`src/rtl/codificador_pt2262_param.sv`:
```
// ---------------------------------------------------------------------------
// codificador_pt2262_param
//
// PT2262-compatible remote-control encoder. A frame request latches a trinary
// address and a binary data field. These are serialised as pulse-width
// symbols of 32 slots each, followed by a 128-slot sync symbol. The word is
// repeated N_REPEAT times. Slot timing comes from a clk-enable divider (one
// tick every CLK_DIV cycles); no derived clock is generated.
//
// Ports:
//   clk    system clock
//   reset  asynchronous, active-high reset
//   start  frame request, level-sampled while idle
//   cont   continuous mode, latched at frame start
//   stop   end the frame after the current word completes
//   addr   trit i = addr[2i+1:2i]: 00 '0', 01 '1', 1x 'F'
//   data   data bits, sent data[0] first (unused when N_DATA = 0)
//   cod_o  encoded serial output (drives the RF modulator enable)
//   sync   high during the sync symbol
//   busy   frame in progress
//   done   one-cycle pulse at frame end
// ---------------------------------------------------------------------------
module codificador_pt2262_param #(
  parameter int N_ADDR   = 8,    // 1..12 address trits
  parameter int N_DATA   = 4,    // 0..6 data bits, N_ADDR+N_DATA <= 16
  parameter int CLK_DIV  = 250,  // clk cycles per slot, >= 2
  parameter int N_REPEAT = 4     // 1..15 words per frame
) (
  input  logic                                   clk,
  input  logic                                   reset,
  input  logic                                   start,
  input  logic                                   cont,
  input  logic                                   stop,
  input  logic [2*N_ADDR-1:0]                    addr,
  input  logic [((N_DATA > 0) ? N_DATA : 1)-1:0] data,
  output logic                                   cod_o,
  output logic                                   sync,
  output logic                                   busy,
  output logic                                   done
);

  localparam int DATA_W = (N_DATA > 0) ? N_DATA : 1;
  localparam int N_SYM  = N_ADDR + N_DATA;
  localparam int SYM_W  = (N_SYM > 1) ? $clog2(N_SYM) : 1;
  localparam int DIV_W  = $clog2(CLK_DIV);

  localparam logic [1:0] S_IDLE = 2'd0;
  localparam logic [1:0] S_ADDR = 2'd1;
  localparam logic [1:0] S_DATA = 2'd2;
  localparam logic [1:0] S_SYNC = 2'd3;

  // Symbol codes used by the output decoder.
  localparam logic [1:0] TRIT_0 = 2'd0;
  localparam logic [1:0] TRIT_1 = 2'd1;
  localparam logic [1:0] TRIT_F = 2'd2;

  logic [1:0]          state_q,     state_d;
  logic [DIV_W-1:0]    div_q,       div_d;
  logic [6:0]          slot_q,      slot_d;   // only [4:0] used outside SYNC
  logic [SYM_W-1:0]    sym_q,       sym_d;    // addr trits, then data bits
  logic [3:0]          rep_q,       rep_d;
  logic [2*N_ADDR-1:0] addr_q,      addr_d;
  logic [DATA_W-1:0]   data_q,      data_d;
  logic                cont_q,      cont_d;
  logic                stop_pend_q, stop_pend_d;
  logic                done_q,      done_d;

  logic tick;
  logic load_frame;

  assign busy = (state_q != S_IDLE);
  assign sync = (state_q == S_SYNC);
  assign done = done_q;
  assign tick = busy && (div_q == DIV_W'(CLK_DIV - 1));

  // ---------------------------------------------------------------- next state
  // NOTE: every signal assigned here gets a default first, so no path leaves
  // a value unassigned and no latch is inferred.
  always_comb begin
    state_d     = state_q;
    div_d       = div_q;
    slot_d      = slot_q;
    sym_d       = sym_q;
    rep_d       = rep_q;
    addr_d      = addr_q;
    data_d      = data_q;
    cont_d      = cont_q;
    stop_pend_d = stop_pend_q | (busy & stop);
    done_d      = 1'b0;
    load_frame  = 1'b0;

    if (state_q == S_IDLE) begin
      div_d      = '0;
      load_frame = start;
    end else begin
      div_d = tick ? '0 : div_q + 1'b1;
      if (tick) begin
        if (state_q == S_SYNC) begin
          if (slot_q == 7'd127) begin
            if ((rep_q < 4'(N_REPEAT - 1)) && !stop_pend_q) begin
              rep_d   = rep_q + 1'b1;
              state_d = S_ADDR;
              sym_d   = '0;
              slot_d  = '0;
            end else begin
              done_d = 1'b1;
              if (cont_q && !stop_pend_q) begin
                // Continuous mode: next frame starts with no idle cycle.
                load_frame = 1'b1;
              end else begin
                state_d     = S_IDLE;
                slot_d      = '0;
                sym_d       = '0;
                rep_d       = '0;
                stop_pend_d = 1'b0;
              end
            end
          end else begin
            slot_d = slot_q + 1'b1;
          end
        end else begin
          // ADDR / DATA: 32-slot symbols, symbol index runs across both.
          if (slot_q[4:0] == 5'd31) begin
            slot_d = '0;
            if (sym_q == SYM_W'(N_SYM - 1)) begin
              state_d = S_SYNC;
              sym_d   = '0;
            end else begin
              sym_d = sym_q + 1'b1;
              if (sym_q == SYM_W'(N_ADDR - 1)) state_d = S_DATA;
            end
          end else begin
            slot_d = slot_q + 1'b1;
          end
        end
      end
    end

    if (load_frame) begin
      addr_d  = addr;
      data_d  = data;
      cont_d  = cont;
      rep_d   = '0;
      sym_d   = '0;
      slot_d  = '0;
      div_d   = '0;
      state_d = S_ADDR;
    end
  end

  // ----------------------------------------------------------------- registers
  // NOTE: state is updated with non-blocking assignments so every register
  // samples the pre-edge values regardless of statement order.
  always_ff @(posedge clk or posedge reset) begin
    if (reset) begin
      state_q     <= S_IDLE;
      div_q       <= '0;
      slot_q      <= '0;
      sym_q       <= '0;
      rep_q       <= '0;
      addr_q      <= '0;
      data_q      <= '0;
      cont_q      <= 1'b0;
      stop_pend_q <= 1'b0;
      done_q      <= 1'b0;
    end else begin
      state_q     <= state_d;
      div_q       <= div_d;
      slot_q      <= slot_d;
      sym_q       <= sym_d;
      rep_q       <= rep_d;
      addr_q      <= addr_d;
      data_q      <= data_d;
      cont_q      <= cont_d;
      stop_pend_q <= stop_pend_d;
      done_q      <= done_d;
    end
  end

  // ------------------------------------------------------------ output decode
  // Each 32-slot symbol is two 16-slot halves. A half is high for slots 0-3
  // when its bit is 0 and for slots 0-11 when its bit is 1. '0' = (0,0),
  // '1' = (1,1), 'F' = (0,1).
  logic [1:0] sym_code;
  logic       half_bit;

  always_comb begin
    sym_code = TRIT_0;
    for (int i = 0; i < N_ADDR; i++) begin
      if (int'(sym_q) == i) sym_code = addr_q[2*i+1] ? TRIT_F : {1'b0, addr_q[2*i]};
    end
    for (int j = 0; j < N_DATA; j++) begin
      if (int'(sym_q) == N_ADDR + j) sym_code = data_q[j] ? TRIT_1 : TRIT_0;
    end
    half_bit = (sym_code == TRIT_1) || ((sym_code == TRIT_F) && slot_q[4]);

    cod_o = 1'b0;
    case (state_q)
      S_ADDR, S_DATA: cod_o = (slot_q[3:2] == 2'b00) || (half_bit && (slot_q[3:2] != 2'b11));
      S_SYNC:         cod_o = (slot_q[6:2] == 5'd0);
      default:        cod_o = 1'b0;
    endcase
  end

  generate
    if (N_DATA == 0) begin : g_no_data
      logic unused_data;
      assign unused_data = ^data_q;
    end
  endgenerate

endmodule
```
`config.mk`:
```
export PLATFORM = sky130hd
export DESIGN_NAME = codificador_pt2262_param
export DESIGN_NICKNAME = d
export VERILOG_FILES = /design/src/rtl/codificador_pt2262_param.sv
export SDC_FILE = /design/constraint.sdc
export NUM_CORES = 1
export LEC_CHECK = 0
export BUFFER_PORTS_ARGS = -buffer_cell sky130_fd_sc_hd__buf_2
export CELL_PAD_IN_SITES_DETAIL_PLACEMENT = 1
export CELL_PAD_IN_SITES_GLOBAL_PLACEMENT = 1
export CORE_AREA = 2 2 90 92
export CTS_CLUSTER_DIAMETER = 120
export CTS_CLUSTER_SIZE = 10
export DETAILED_ROUTE_END_ITERATION = 6
export DIE_AREA = 0 0 92 94
export PLACE_DENSITY = 0.73
export SETUP_SLACK_MARGIN = 0.15
export SLEW_MARGIN = 20
export SYNTH_ARGS = -nofsm -noshare
export SYNTH_HDL_FRONTEND = slang
export SYNTH_SLANG_ARGS = --single-unit
```
`constraint.sdc`:
```
create_clock -name clk -period 2.8 [get_ports clk]
set_input_delay 0.56 -clock clk [delete_from_list [all_inputs] [get_ports clk]]
set_output_delay 0.56 -clock clk [all_outputs]
set_load 0.01 [all_outputs]
```
==> results of run 1 <==
==> where the power goes <==
part | internal, mW | switching [mW] | leakage, nW | total [mW]
clock network | 0.197 | 0.241 | 0.0473 | 0.439
logic | 0.628 | 0.690 | 0.754 | 1.32
registers | 0.927 | 0.235 | 0.604 | 1.16
total | 1.75 | 1.17 | 1.41 | 2.92
==> repair_timing <==
| item | 4_1_cts | 5_1_grt |
|---|---|---|
| setup buffers | 8 | 0 |
| setup endpoints to repair | 1 | 1 |
| resized for setup | 21 | 7 |
| pin swaps | 7 | 6 |
| hold buffers | 0 | 0 |
==> path summary, 6_finish.rpt <==
path | from | endpoint | slack (ns)
max | sym_q[0] | cod_o | -0.03
min | reset | addr_q[7] | 0.21
max reg2reg | slot_q[0] | sym_q[1] | 0.64
min reg2reg | rep_q[3] | rep_q[3] | 0.50
max in group asynchronous | reset | sym_q[0] | 2.00
min in group clk | addr[0] | addr_q[0] | 0.46
==> state kept, by name, summed over array words and instances (netlist names) <==
signal and cells:
stop_pend_q 1, div_q 8, done 1, addr_q 16, rep_q 4, data_q 4
state_q 2, slot_q 7, cont_q 1, sym_q 4
==> critical path, stage by stage, from the launching register on <==
cell and delay, ns:
dfrtp_2 0.49, ha_4 0.19, buf_6 0.13, buf_4 0.15
a2111oi_4 0.29, o22ai_2 0.13, and4_1 0.22, o221ai_2 0.14
nand2_1 0.08, buf_2 0.14
==> metrics by stage <==
stage | hold WS (ns) | setup TNS (ns) | setup slack [ns]
5_1_grt | 0.2354 | -0.1576 | -0.1576
6_report | 0.2146 | -0.03359 | -0.03359
4_1_cts | 0.2238 | -0.03664 | -0.03664
3_5_place_dp | 0.4842 | 0 | 0.05801
2_1_floorplan | 0.4495 | 0 | 0.4651
3_3_place_gp | 0.4684 | 0 | 0.1717
==> logic make-up after synthesis <==
| family | synth area share |
|---|---|
| and+or+nand+nor | 0.2101 |
| xor gates and xnor gates | 0.02350 |
| DFF | 0.4604 |
| AOI/OAI and AO/OA | 0.1290 |
| adders and majority gates | 0.05276 |
| buffers and inverters | 0.03789 |
| muxes | 0.08633 |
==> layer usage <==
layer / vias up / global-route usage / wire, um
li1: 977 / - / -
met1: 1009 / 0.1989 / 2734
met2: 31 / 0.2684 / 3108
met3: 14 / 0.03130 / 185
met4: 0 / 0.07711 / 168
met5: - / 0 / 0
==> area by class of cell <==
| cell class | instances | area [um^2] |
|---|---|---|
| clock buffer | 6 | 82.58 |
| clock inverter | 1 | 8.758 |
| fill | 879 | 4464 |
| inverter | 13 | 51.30 |
| multi-input combinational | 185 | 1431 |
| sequential | 48 | 1202 |
| tap | 102 | 127.6 |
| timing repair buffer | 41 | 239.0 |
==> synth_stat cells, types with 2 or more instances <==
master and number:
a21oi_1 11, clkbuf_1 3, o31ai_1 2, o41ai_1 2, a2111oi_0 2, nor3_1 2
nand3_1 7, buf_6 3, a21o_1 2, o21ai_1 2, mux2_2 10, nor4_1 3
inv_1 13, dfrtp_1 48, and2_1 5, nand2_1 29, o21ai_0 16, nor2b_1 5
and4_1 2, a211o_1 2, mux2_1 10, xor2_1 3, nand2b_1 7, xnor2_1 4
nor2_1 18, or3_1 2, nand3_2 2, ha_1 11, nand3b_1 3, o22ai_1 4
==> layout by cell type, fill, tap and decap left out, drive strengths merged, types with 2 or more instances in the layout <==
master	n
nand2b	7
or3	2
and4	2
nor3	4
clkbuf	6
nor2b	5
o22ai	4
nand2	29
inv	13
mux2	20
nand3b	3
o41ai	3
dfrtp	48
and2	6
buf	41
a211o	2
o21ai	19
a2111oi	2
nor4	3
ha	11
xnor2	4
o31ai	2
a21o	2
xor2	3
nand3	9
nor2	18
a21oi	11
==> impl_metrics.tcl, run 1 <==
set metrics [dict create \
    outcome "complete, but fails checks" \
    violations "setup timing" \
    max_slew_margin 0.6422 \
    post_layout_min_period_ns 2.834 \
    ir_worst_vdd_mv 0.3717 \
    die_width_um 92 \
    via_total_after_detailed_routing 2031 \
    clock_root_cell "clkbuf_8" \
    final_standard_cell_utilization_of_the_core 0.4132 \
    grt_pass1_vias 2306 \
    criticalPathCategory "reg -> out" \
    post_route_cells_drive_above_1_share 0.2891 \
    synth_flop_cell "dfrtp_1" \
    numCtsBuffers 5 \
    clock_tree.buffer_depth 2 \
    cp_data_arrival_time_ns 2.27 \
    number_of_antenna_diodes 0 \
    clkSlewWorstSetupHoldPaths_ns 0.09 \
    synth-seq-cells 48 \
    postRouteAntennaNets 0 \
    finalHoldViolCount 0 \
    overflow 0 \
    synthTopCellsByArea "dfrtp_1, ha_1, mux2_1" \
    detailed_routing_iterations_pass_1 4 \
    maxClockFrequency_ghz 0.3529 \
    groute.usage.overall 0.1602 \
    post-route-drc-count 0 \
    worstSkewPairLatency_ns 0.31 \
    synth_largest_type_area_fraction 0.4604 \
    syn_area_per_cell_um2 10.31 \
    antenna_found_initial 0 \
    areaGrowthSynthToFinish_pct 20.48 \
    async_reset_ff_frac 1.000 \
    power.density_cell_area_nw_per_um2 928.6 \
    detail_route.vias_per_cell 5.129 \
    die_h_um 94 \
    dp_hpwl_um 4497 \
    top_level_ports 29 \
    crit_path_start_kind "register" \
    fin_worst_skew_ns 0.007514 \
    leakage_nw 1.406 \
    dieArea_um2 8648 \
    mappedNetlistArea_um2 2609 \
    synthDistinctLibCells 50 \
    endpoint_kind "output port" \
    worstHoldPathType "in -> async" \
    tritoncts "built" \
    synth-edff-count 0 \
    post-route-cell-area_um2 3143 \
    post_drt_wl_per_cell_um 15.65 \
    pin_count_of_the_biggest_net_entering_global_routing 25 \
    synth.yosys.seq_area_share 0.4604 \
    rsz0062_at_grt "true" \
    synth-warning-count 0 \
    finalMaxSlewViolations 0 \
    clock_sinks 48 \
    number_of_setup_violations_in_the_final_report 1 \
    core_area_um2 7607 \
    syn_nets 289 \
    final_cells 396 \
    final_critical_path_setup_slack_ns -0.03359 \
    timing.critical_path.required_ns 2.24 \
    gpl.final_weighted_congestion 0.9005 \
    path_max_fanout 9 \
    maxCapViolCount 0 \
    leading_area_contributor_after_synthesis "dfrtp_1" \
    start_util 0.3429 \
    number_of_nets_in_the_layout 330 \
    route.final.wire_length_um 6198 \
    port_buffers 28 \
    drt-initial-drc-count 75 \
    timing_worst_slew_pin_value_ns 0.5332 \
    htree_levels 2 \
    grt_pass1_wl_um 11010 \
    numPlacedInstances 381 \
    post-layout-total-power_mw 2.919 \
    postPlaceCellArea_um2 2864 \
    std_cell_rows 32 \
    post-route-period-util 1.012 \
    gate_count_after_technology_mapping 253 \
    r2r.worst_path.cells 9 \
]
No activity file was read; power rests on OpenSTA's default activity.
==> run 2, diff against run 1 <==
--- a/config.mk
+++ b/config.mk
@@ -13,7 +13,7 @@
 export CTS_CLUSTER_SIZE = 10
 export DETAILED_ROUTE_END_ITERATION = 6
 export DIE_AREA = 0 0 92 94
-export PLACE_DENSITY = 0.73
+export PLACE_DENSITY = 0.75
 export SETUP_SLACK_MARGIN = 0.15
 export SLEW_MARGIN = 20
 export SYNTH_ARGS = -nofsm -noshare
==> constraint.sdc (replaced) <==
create_clock -name clk -period 2.35 [get_ports clk]
set_input_delay 0.47 -clock clk [delete_from_list [all_inputs] [get_ports clk]]
set_output_delay 0.47 -clock clk [all_outputs]
set_load 0.01 [all_outputs]
==> run 2 against run 1 <==
Global-route usage increased by 1.4 points; total power rose by 31%; design area increased by 3.7%; largest power group unchanged; register-to-register slack lost 0.36 ns; the flow still finishes with violations (setup timing); largest cell class unchanged; combinational power rose by 30%; sequential power increased by 20%; clock-buffer cell count fell by 1; wire length is 11% higher; via count is 2.3% higher; critical path type unchanged.
==> impl_metrics.tcl, run 2 (synthesized netlist as in run 1, its figures left out) <==
set metrics [dict create \
    worstHoldPathType "in -> async" \
    crit-reg2reg-launch "div_q[0]" \
    die_width_um 92 \
    leakage_nw 1.468 \
    layout_common_cells "dfrtp_1, nand2_1, buf_2" \
    number_of_nets_in_the_layout 338 \
    layout_commonest_cell "dfrtp_1" \
    largest_reg_flops 16 \
    sequentialPowerShare 0.363 \
    cpLargestDelayFamily "compound AO/OA/AOI/OAI gates" \
    switchingPower_mw 1.466 \
    sw_frac_of_total 0.3824 \
    areaGrowthSynthToFinish_pct 24.99 \
    maxClockFrequency_ghz 0.3580 \
    worstSkewPairLatency_ns 0.31 \
    grt_use_met2 0.3070 \
    post_layout_min_period_ns 2.794 \
    worstSetupStartpoint "sym_q[1]" \
    detailed_routing_iterations_pass_1 4 \
    detail_route.vias_per_cell 5.131 \
    path_max_fanout 9 \
    dp_hpwl_um 4551 \
    finalMaxSlewViolations 0 \
    postRouteAntennaNets 0 \
    critical_path.most_common_cell "nand2_1" \
    gpl.final_weighted_congestion 0.8491 \
    clock_root_cell "clkbuf_8" \
    number_of_setup_violations_in_the_final_report 1 \
    violations "setup timing" \
    maxCapViolCount 0 \
    post-route-period-util 1.189 \
    holdBufCountCts 0 \
    finalHoldViolCount 0 \
    grt_pass1_vias 2357 \
    route.final.wire_length_um 6885 \
    timing_worst_slew_pin_value_ns 0.6144 \
    ir_worst_vdd_mv 0.4772 \
    cp_data_arrival_time_ns 2.32 \
    start_util 0.3429 \
    post-route-drc-count 0 \
    core_area_um2 7607 \
    via_total_after_detailed_routing 2078 \
    final_critical_path_setup_slack_ns -0.4435 \
    clkSlewWorstSetupHoldPaths_ns 0.10 \
    cp_num_buf_inv 2 \
    power.clock.fraction 0.191 \
    post_drt_wl_per_cell_um 17.00 \
    p_int_mw 2.369 \
    worst-r2r-setup-slack_ns 0.28 \
    globalRouteMet1Util 0.2113 \
    antenna_found_initial 0 \
    number_of_antenna_diodes 0 \
    grt_pass1_wl_um 11820 \
    worstReg2RegEnd "addr_q[15]" \
    endpoint_kind "output port" \
    cp_cell_sequence "buf_6, ha_4, nor4_4, nand2_1, a222oi_1, o41ai_2, o221ai_1, nand2_1, buf_2" \
    fin_worst_skew_ns 0.009187 \
    clock_tree.buffer_depth 2 \
    power.density_cell_area_nw_per_um2 1176 \
    port_buffers 28 \
    max_slew_margin 0.5904 \
    drt-initial-drc-count 99 \
    post_route_cells_drive_above_1_share 0.3234 \
    final_standard_cell_utilization_of_the_core 0.4286 \
    outcome "complete, but fails checks" \
    htree_levels 2 \
    crit_path_start_kind "register" \
    critical_path_cell_count 9 \
    power_frac_comb 0.446 \
    rsz0062_at_grt "true" \
    timing.critical_path.slowest_cell_delay_ns 0.46 \
    cp_slowest_cell "dfrtp_2" \
    gr-usage-met3 0.03371 \
    top_regs "addr_q x16, div_q x8, slot_q x7" \
    timing.critical_path.required_ns 1.88 \
    dieArea_um2 8648 \
    tritoncts "built" \
    top_level_ports 29 \
    overflow 0 \
    setup-tns-final_ns -0.4435 \
    criticalPathCategory "reg -> out" \
    die_h_um 94 \
    r2r.worst_path.cells 7 \
    numCtsBuffers 5 \
    groute.usage.overall 0.1744 \
    std_cell_rows 32 \
    clock_sinks 48 \
    top_usage_layer "met2" \
    top_register "addr_q" \
    pin_count_of_the_biggest_net_entering_global_routing 49 \
]
[run 2: cell count changes in the layout (fill, tap and decap cells not counted), sizes merged]
cell    previous run  this run
buf               41        49
clkbuf             6         5
clkinv             1         0
bufinv             0         2
inv               13        14
[run 2: worst max-delay path by stage]
stage             to
2_1_floorplan  cod_o
3_3_place_gp   cod_o
3_5_place_dp   cod_o
4_1_cts        cod_o
5_1_grt        cod_o
6_report       cod_o
[run 2: routing by layer]
metal	vias up	wire, um
met5	-	0
met4	0	153
met3	15	238
met2	35	3454
met1	1039	3039
li1	989	-
[run 2: stage by stage]
stage               hold WS (ns)  setup slack (ns)  total power, mW  instances  area (um^2)
floorplan                 0.4495            0.1522            2.300        253         2619
global placement          0.4717          -0.07921            2.737        392         2968
detailed placement        0.4745           -0.1627            2.803        392         2968
finish                    0.3112           -0.4435            3.835        405         3261
CTS                       0.3363           -0.3843            3.738        405         3233
global route              0.3634           -0.5836            4.105        405         3261
[run 2: cell type report]
type	count	area (um^2)
Fill cell	867	4347
Clock buffer	5	68.82
Tap cell	102	127.6
Multi-Input combinational cell	185	1425
Sequential cell	48	1204
Timing Repair Buffer	49	317.8
Inverter	13	48.80
Clock inverter	3	68.82
[run 2: what timing repair did]
item | in CTS | in global routing
gates resized for setup | 18 | 11
pin swaps | 5 | 4
buffers inserted | 5 | 0
cloned | 0 | 0
setup endpoints to repair | 1 | 9
[run 2: worst min-delay path, stage by stage]
cell and delay [ns]:
buf_2 0.10, inv_2 0.03, buf_4 0.50
[run 2: power by group through the flow]
stage	registers [mW]	clock network, mW	logic [mW]
3_3_place_gp	1.36	0	1.38
5_1_grt	1.44	0.783	1.88
3_5_place_dp	1.37	0	1.43
4_1_cts	1.38	0.747	1.61
6_report	1.39	0.734	1.71
2_1_floorplan	1.28	0	1.02
